==> src/rtl/vga_text_pkg.sv <==
// Shared constants and helpers for the VGA text-mode pixel path.
package vga_text_pkg;

  // Character codes whose 9th column repeats the glyph's last bit.
  localparam logic [7:0] LINE_GFX_LO = 8'hC0;
  localparam logic [7:0] LINE_GFX_HI = 8'hDF;

  // Default cell geometry.
  localparam int unsigned DEF_GLYPH_W = 8;
  localparam int unsigned DEF_CELL_W  = 9;
  localparam int unsigned DEF_ROWS    = 16;

  // Value of every extension column beyond the glyph width.
  function automatic logic ext_col_bit(input logic [7:0] ascii, input logic glyph_lsb);
    return ((ascii >= LINE_GFX_LO) && (ascii <= LINE_GFX_HI)) ? glyph_lsb : 1'b0;
  endfunction

endpackage

==> src/rtl/blink_timer.sv <==
// Frame counter producing the blink phase; phase 1 means blinking cells are visible.
module blink_timer #(
  parameter int unsigned BLINK_FRAMES = 16
) (
  input  logic clk_i,
  input  logic rst_n_i,
  input  logic frame_stb_i,
  output logic phase_o
);

  localparam int unsigned CNT_W = (BLINK_FRAMES > 1) ? $clog2(BLINK_FRAMES) : 1;
  localparam logic [CNT_W-1:0] LAST = CNT_W'(BLINK_FRAMES - 1);

  logic [CNT_W-1:0] r_cnt;
  logic             r_phase;

  // Count frames; toggle the phase each time the half-period wraps.
  always_ff @(posedge clk_i or negedge rst_n_i) begin
    if (!rst_n_i) begin
      r_cnt   <= '0;
      r_phase <= 1'b1;
    end else if (frame_stb_i) begin
      if (r_cnt == LAST) begin
        r_cnt   <= '0;
        r_phase <= ~r_phase;
      end else begin
        r_cnt <= r_cnt + 1'b1;
      end
    end
  end

  assign phase_o = r_phase;

endmodule

==> src/rtl/text_cell_pixel_gen.sv <==
// Text-mode cell serialiser: ROM address issue, glyph-row shift-out, blink and cursor.
module text_cell_pixel_gen
  import vga_text_pkg::*;
#(
  parameter int unsigned GLYPH_W      = DEF_GLYPH_W,
  parameter int unsigned CELL_W       = DEF_CELL_W,
  parameter int unsigned ROWS         = DEF_ROWS,
  parameter int unsigned COLOR_W      = 4,
  parameter int unsigned BLINK_FRAMES = 16,
  parameter int unsigned CUR_START    = 14,
  parameter int unsigned CUR_END      = 15,
  localparam int unsigned ROW_W       = $clog2(ROWS)
) (
  input  logic                 clk_i,
  input  logic                 rst_n_i,
  input  logic                 en_i,
  input  logic [7:0]           ascii_i,
  input  logic [ROW_W-1:0]     glyph_row_i,
  input  logic [COLOR_W-1:0]   fg_i,
  input  logic [COLOR_W-1:0]   bg_i,
  input  logic                 blink_i,
  input  logic                 cursor_i,
  input  logic                 frame_stb_i,
  output logic                 rd_stb_o,
  output logic [8+ROW_W-1:0]   addr_o,
  input  logic [GLYPH_W-1:0]   din_i,
  output logic                 pixel_vld_o,
  output logic                 pixel_o,
  output logic [COLOR_W-1:0]   color_o
);

  localparam int unsigned CNT_W = (CELL_W > 1) ? $clog2(CELL_W) : 1;
  localparam int unsigned EXT_W = CELL_W - GLYPH_W;
  localparam logic [CNT_W-1:0] CNT_LAST = CNT_W'(CELL_W - 1);

  // Stage 1: attributes waiting for the ROM word.
  logic               r_ld_pend;
  logic [7:0]         r_s1_ascii;
  logic [ROW_W-1:0]   r_s1_row;
  logic [COLOR_W-1:0] r_s1_fg;
  logic [COLOR_W-1:0] r_s1_bg;
  logic               r_s1_blink;
  logic               r_s1_cursor;

  // Stage 2: cell being shifted out.
  logic [CELL_W-1:0]  r_shift;
  logic [CNT_W-1:0]   r_cnt;
  logic               r_vld;
  logic [ROW_W-1:0]   r_s2_row;
  logic [COLOR_W-1:0] r_s2_fg;
  logic [COLOR_W-1:0] r_s2_bg;
  logic               r_s2_blink;
  logic               r_s2_cursor;

  logic               w_phase;
  logic               w_ext_bit;
  logic [CELL_W-1:0]  w_load_word;
  logic               w_in_band;
  logic               w_vis;

  assign rd_stb_o = en_i;
  assign addr_o   = {ascii_i, glyph_row_i};

  blink_timer #(
    .BLINK_FRAMES(BLINK_FRAMES)
  ) u_blink_timer (
    .clk_i      (clk_i),
    .rst_n_i    (rst_n_i),
    .frame_stb_i(frame_stb_i),
    .phase_o    (w_phase)
  );

  // Capture cell attributes alongside the ROM address edge.
  always_ff @(posedge clk_i or negedge rst_n_i) begin
    if (!rst_n_i) begin
      r_ld_pend   <= 1'b0;
      r_s1_ascii  <= '0;
      r_s1_row    <= '0;
      r_s1_fg     <= '0;
      r_s1_bg     <= '0;
      r_s1_blink  <= 1'b0;
      r_s1_cursor <= 1'b0;
    end else begin
      r_ld_pend <= en_i;
      if (en_i) begin
        r_s1_ascii  <= ascii_i;
        r_s1_row    <= glyph_row_i;
        r_s1_fg     <= fg_i;
        r_s1_bg     <= bg_i;
        r_s1_blink  <= blink_i;
        r_s1_cursor <= cursor_i;
      end
    end
  end

  // Build the cell word: glyph bits MSB first, then the extension columns.
  always_comb begin
    w_ext_bit   = ext_col_bit(r_s1_ascii, din_i[0]);
    w_load_word = '0;
    w_load_word[CELL_W-1 -: GLYPH_W] = din_i;
    for (int i = 0; i < int'(EXT_W); i++) begin
      w_load_word[i] = w_ext_bit;
    end
  end

  // Load a new cell (overriding any current one) or shift out the current one.
  always_ff @(posedge clk_i or negedge rst_n_i) begin
    if (!rst_n_i) begin
      r_shift     <= '0;
      r_cnt       <= '0;
      r_vld       <= 1'b0;
      r_s2_row    <= '0;
      r_s2_fg     <= '0;
      r_s2_bg     <= '0;
      r_s2_blink  <= 1'b0;
      r_s2_cursor <= 1'b0;
    end else if (r_ld_pend) begin
      r_shift     <= w_load_word;
      r_cnt       <= CNT_LAST;
      r_vld       <= 1'b1;
      r_s2_row    <= r_s1_row;
      r_s2_fg     <= r_s1_fg;
      r_s2_bg     <= r_s1_bg;
      r_s2_blink  <= r_s1_blink;
      r_s2_cursor <= r_s1_cursor;
    end else if (r_vld) begin
      if (r_cnt == '0) begin
        r_vld <= 1'b0;
      end else begin
        r_shift <= r_shift << 1;
        r_cnt   <= r_cnt - 1'b1;
      end
    end
  end

  // Pixel decision; blink phase is sampled live, not latched per cell.
  always_comb begin
    w_in_band = (32'(r_s2_row) >= CUR_START) && (32'(r_s2_row) <= CUR_END);
    w_vis     = r_shift[CELL_W-1] & ~(r_s2_blink & ~w_phase);
    if (r_s2_cursor && w_phase && w_in_band) begin
      w_vis = ~w_vis;
    end
    pixel_vld_o = r_vld;
    pixel_o     = r_vld & w_vis;
    color_o     = r_vld ? (w_vis ? r_s2_fg : r_s2_bg) : '0;
  end

endmodule

==> config.mk <==
export PLATFORM = sky130hd
export DESIGN_NAME = text_cell_pixel_gen
export DESIGN_NICKNAME = d
export VERILOG_FILES = /design/src/rtl/vga_text_pkg.sv /design/src/rtl/blink_timer.sv /design/src/rtl/text_cell_pixel_gen.sv
export SDC_FILE = /design/constraint.sdc
export NUM_CORES = 1
export LEC_CHECK = 0
export ABC_CLOCK_PERIOD_IN_PS = 2900
export CELL_PAD_IN_SITES_DETAIL_PLACEMENT = 1
export CELL_PAD_IN_SITES_GLOBAL_PLACEMENT = 2
export CORE_MARGIN = 1
export CORE_UTILIZATION = 35
export CTS_BUF_LIST = sky130_fd_sc_hd__clkbuf_4 sky130_fd_sc_hd__clkbuf_8
export DETAILED_ROUTE_END_ITERATION = 10
export PLACE_DENSITY = 0.85
export SYNTH_ARGS = -nofsm -noshare
export SYNTH_HDL_FRONTEND = slang
export SYNTH_SLANG_ARGS = --single-unit
==> constraint.sdc <==
create_clock -name clk_i -period 2.9 [get_ports clk_i]
set_input_delay 0.29 -clock clk_i [delete_from_list [all_inputs] [get_ports clk_i]]
set_output_delay 0.29 -clock clk_i [all_outputs]
set_load 0.05 [all_outputs]
; Word level (Yosys, flattened, before mapping)
; Index checks and enable logic that the tools add are counted.
[word_totals]
regBits = 56
input_bits = 34
out_inout_bits = 19
elab_cells = 51
[op_classes]
n_addsub = 2
magnitude_cmp = 3
n_eq_ne = 2
mux = 14
bitwise = 6
reduce_logical = 7
[ops]
columns = cell, n
row1 = $mux 9, 3
row2 = $mux 4, 6
row3 = $ge 8x8->1 const B, 1
row4 = $le 8x8->1 const B, 1
row5 = $mux 1, 5
row6 = $add 4x1->4 const B, 1
row7 = $eq 4x4->1 const B, 1
row8 = $ge 4x4->1 const B, 1
row9 = $logic_not 4->1, 1
row10 = $reduce_and 2->1, 2
row11 = $sub 4x1->4 const B, 1
row12 = $and 1x1->1, 3
row13 = $logic_and 1x1->1, 3
row14 = $not 1->1, 3
row15 = $ne 2x2->1 const B, 1
row16 = $reduce_bool 2->1, 1

; Longest topological paths before layout
[logic_depth]
ltp_word = 8
ltp_mapped = 7

; Hierarchy
; A second synthesis with hierarchy kept.
[unflattened]
hier_cells = 188
area_unflattened_um2 = 2219.6
[modules_own_cells]
columns = mod, instances, cells_per_inst, area_each_um2
row1 = text_cell_pixel_gen, 1, 170, 1993.2
row2 = blink_timer, 1, 18, 226.5

; Least setup slack after synthesis
; OpenSTA, ideal clock, no wires.
[synth_timing]
kind = reg-to-output
start = register u_blink_timer.r_phase (netlist: u_blink_timer.phase_o)
end = output port color_o[0]
t_arrival_ns = 2.052
required_time_ns = 2.610
path_slack_ns = 0.558
path_stages_with_launch = 5
cell_sequence = dfstp_2 > and3_1 > nand3_1 > xor2_1 > mux2i_1
[synth_via]
elab_chain_len = 8
word_cells_on_any_way = 10
cone_classes = mux: 3 / bitwise: 5 / reduce/logical: 2
[synth_lines]
columns = item, line
row1 = from (decl), blink_timer.sv:15  ; logic r_phase;
row2 = from (signal assigned), blink_timer.sv:25  ; r_phase <= ~r_phase;
row3 = $not 1->1, text_cell_pixel_gen.sv:139  ; w_vis = r_shift[CELL_W-1] & ~(r_s2_blink & ~w_phase);
row4 = $and 1x1->1, text_cell_pixel_gen.sv:139
row5 = $not 1->1, text_cell_pixel_gen.sv:139
row6 = $and 1x1->1, text_cell_pixel_gen.sv:139
row7 = $not 1->1, text_cell_pixel_gen.sv:141  ; w_vis = ~w_vis;
row8 = $mux 1 (*), text_cell_pixel_gen.sv:140  ; if (r_s2_cursor && w_phase && w_in_band) begin
row9 = $mux 4 (*) (2 in series), text_cell_pixel_gen.sv:145  ; color_o = r_vld ? (w_vis ? r_s2_fg : r_s2_bg) : '0;
row10 = to (decl), text_cell_pixel_gen.sv:29  ; output logic [COLOR_W-1:0] color_o
; Mark *: on every way between the ends. The rest lies on a longest branch, timed or not.

; Worst setup path after layout
[layout_timing]
start = register u_blink_timer.r_phase (netlist: u_blink_timer.phase_o)
end = output port color_o[3]
; Same word-level chain as after synthesis.

==> flow_metrics.py <==
metrics = {
    "synth": {
        "async_reset_ff_share_pct": 100,
        "synthAdderAreaFrac_pct": 1.69,
        "synthTopCellsByArea": "dfrtp_1 (54%), mux2_2 (15%), buf_4 (4.7%)",
        "synth_cell_types": 26,
        "synth_xor_xnor_area_share_pct": 2.37,
        "synth_common_cells": "dfrtp_1 (48), mux2_2 (29), nand2_1 (22)",
        "synth_top_family_by_area": "multiplexers",
        "synth_edf_count": 0,
        "synth-simple-area-share_pct": 11.2,
        "yosys.area.top_type": "dfrtp_1",
        "synth_warnings": 0,
        "synth_compound_area_share_pct": 5.42,
        "netlist_area_mm2": 0.00221,
        "syn_inst": 190,
        "syn_area_per_cell_um2": 11.7,
        "synth_top_area_share_pct": 54.2,
        "synth_flop_cell": "dfrtp_1",
        "yosysMostFrequentCell": "dfrtp_1",
        "synth.area.mux_share_pct": 16.6,
        "syn-num-nets": 227,
        "ys_seq_elements": 49,
        "synth_seq_area_share_pct": 55.4,
    },
    "cells_and_area": {
        "drive_gt1_share_pct": 22.0,
        "nets": 254,
        "n_antenna_cell": 0,
        "area_growth_pct": 19.4,
    },
    "run_status": {
        "status": "completed",
    },
    "job": {
        "maxCapViolations": 0,
    },
    "clock_tree": {
        "clkLatencyLatePin_ns": 0.30,
        "clk_path_buf_depth": 2,
        "clock_sinks": 49,
        "cts_setup_buffers": 0,
        "cts_buffers": 5,
        "cts_max_level": 2,
        "cts_resized": 0,
        "cts_tree": "built",
        "cts.clk_slew.worst_paths_ns": 0.09,
        "hold_buffers": 0,
        "cts_root_buf": "clkbuf_8",
    },
    "floorplanning": {
        "pin_count": 53,
        "rows": 28,
        "coreArea_mm2": 0.00603,
        "start_util_pct": 36.8,
        "die-area_mm2": 0.00665,
        "die_w_um": 81.5,
        "die_h_um": 81.5,
    },
    "pwr": {
        "power_switching_uw": 718,
        "p_comb_share_pct": 33.7,
        "clockPowerShare_pct": 19.7,
        "seq_power_share_pct": 46.6,
        "powerDensity_mw_per_mm2": 759,
        "p_leak_nw": 1.13,
        "internal_power_mw": 1.29,
        "total_power_mw": 2.01,
        "ir_drop_mv": 0.313,
        "switching_share_pct": 35.7,
    },
    "setup_path": {
        "cp-start-kind": "flop",
        "cp_max_fo": 5,
        "rrSetupSlack_ns": 1.20,
        "path_class": "reg -> out",
        "critPathRequiredTime_ns": 2.61,
        "endpoint_kind": "output port",
        "cp_data_arrival_time_ns": 2.29,
    },
    "timing": {
        "tns_ns": 0,
        "max_freq_mhz": 388,
        "hold_violations": 0,
        "rsz0062_at_grt": "no",
        "max-slew-margin-rel_pct": 27.0,
        "setup-violations-final": 0,
        "clock_skew_ns": 0.00808,
        "worst_pin_slew_ns": 1.10,
        "fin_crit_ns": 2.58,
        "timing.final.max_slew_violations": 0,
        "finalCritPeriodShare_pct": 88.8,
    },
    "placement": {
        "place_congestion": 0.724,
        "place_hpwl_mm": 2.96,
        "port_buffers": 40,
    },
    "global_route": {
        "grt_max_degree": 50,
        "grt_overflow": 0,
        "grt_usage_pct": 15.1,
        "antenna_found_initial": 0,
        "grt_pass1_wl_mm": 7.46,
        "grt_pass1_vias": 1572,
    },
    "detailed_routing": {
        "detail_route.iter0.violations": 97,
        "routed_wl_mm": 4.35,
        "ant_nets": 0,
        "via_count": 1437,
        "wl_per_cell_um": 14.9,
        "drcViolationCount": 0,
        "viasPerCell": 4.90,
        "first_pass_iters": 4,
    },
    "worst_hold_path": {
        "hold_path.class": "in -> async",
    },
}
layout by cell type, fill, tap and decap left out, drive strengths merged, types with 2 or more instances in the layout:
cell type and count:
a21oi 18, and2 2, buf 8, clkbuf 6
clkdlybuf4s50 34, clkinv 2, dfrtp 48, ha 3
inv 4, mux2 29, mux2i 4, nand2 22
nand2b 2, nand3 5, nand4 3, nor2 2
nor2b 9, o21ai 6, xnor2 3, xor2 3
critical path: stages (launching register included):
cell	delay, ns
dfstp_2	0.56
and3_1	0.16
nand3_1	0.09
xor2_1	0.65
mux2i_1	0.30
buf_4	0.23
logic make-up (layout without fill, tap and decap cells):
logic type,count (synthesis),count (layout)
AO/OA/AOI/OAI,24,24
XOR/XNOR,6,6
adder cells (fa/ha/maj),3,3
buffers and inverters,26,54
flip-flops,49,49
multiplexers,33,33
AND/OR/NAND/NOR,49,49
state kept, by name, summed over array words and instances, names as in the netlist, 4 cells and up:
signal	count
r_s2_fg	4
r_s1_fg	4
r_cnt	4
r_s1_bg	4
u_blink_timer.r_cnt	4
r_shift	9
r_s2_bg	4
per-layer routing:
layer | wire, um | GRT usage [%] | vias to the layer above
met5 | 0 | 0 | -
met3 | 229 | 3.89 | 7
li1 | - | - | 680
met2 | 2040 | 24.0 | 42
met4 | 65 | 5.89 | 0
met1 | 2020 | 19.7 | 708
per-stage QoR:
| step | setup slack (ns) | utilization (%) | hold WS (ns) | cell area, um^2 | instances |
|---|---|---|---|---|---|
| global placement | 0.826 | 42.5 | 0.474 | 2560 | 285 |
| finish | 0.324 | 43.9 | 0.179 | 2650 | 293 |
| CTS | 0.370 | 43.9 | 0.239 | 2650 | 293 |
| detailed placement | 0.739 | 42.5 | 0.484 | 2560 | 285 |
| global route | 0.285 | 43.9 | 0.291 | 2650 | 293 |
| floorplan | 0.558 | - | -0.00559 | 2210 | 190 |
worst paths after layout:
path,endpoint,startpoint,cells after the start
min,r_shift[5],rst_n_i,1
max reg2reg,r_shift[0],r_cnt[0],6
max in group asynchronous,r_s2_blink,rst_n_i,1
max,color_o[3],u_blink_timer.phase_o,5
min reg2reg,r_s2_blink,r_s1_blink,2
min in group clk_i,r_s2_blink,r_s1_blink,2
power by group through the flow:
stage | logic, mW | clock network [mW] | registers [mW]
after CTS | 0.689 | 0.415 | 0.938
after detailed placement | 0.686 | 0 | 0.949
final | 0.678 | 0.395 | 0.936
after global routing | 0.755 | 0.442 | 0.958
after floorplan | 0.538 | 0 | 0.918
after global placement | 0.665 | 0 | 0.940
final cells by class:
cell class              instances  area (um^2)
flip-flops and latches         49         1230
clock buffers                   6         76.3
clock inverters                 2         10.0
fillers                       665         3380
multi-input cells             115          825
well taps                      75         93.8
repair buffers                 42          398
inverters                       4         15.0
(Power assumes the default switching activity.)
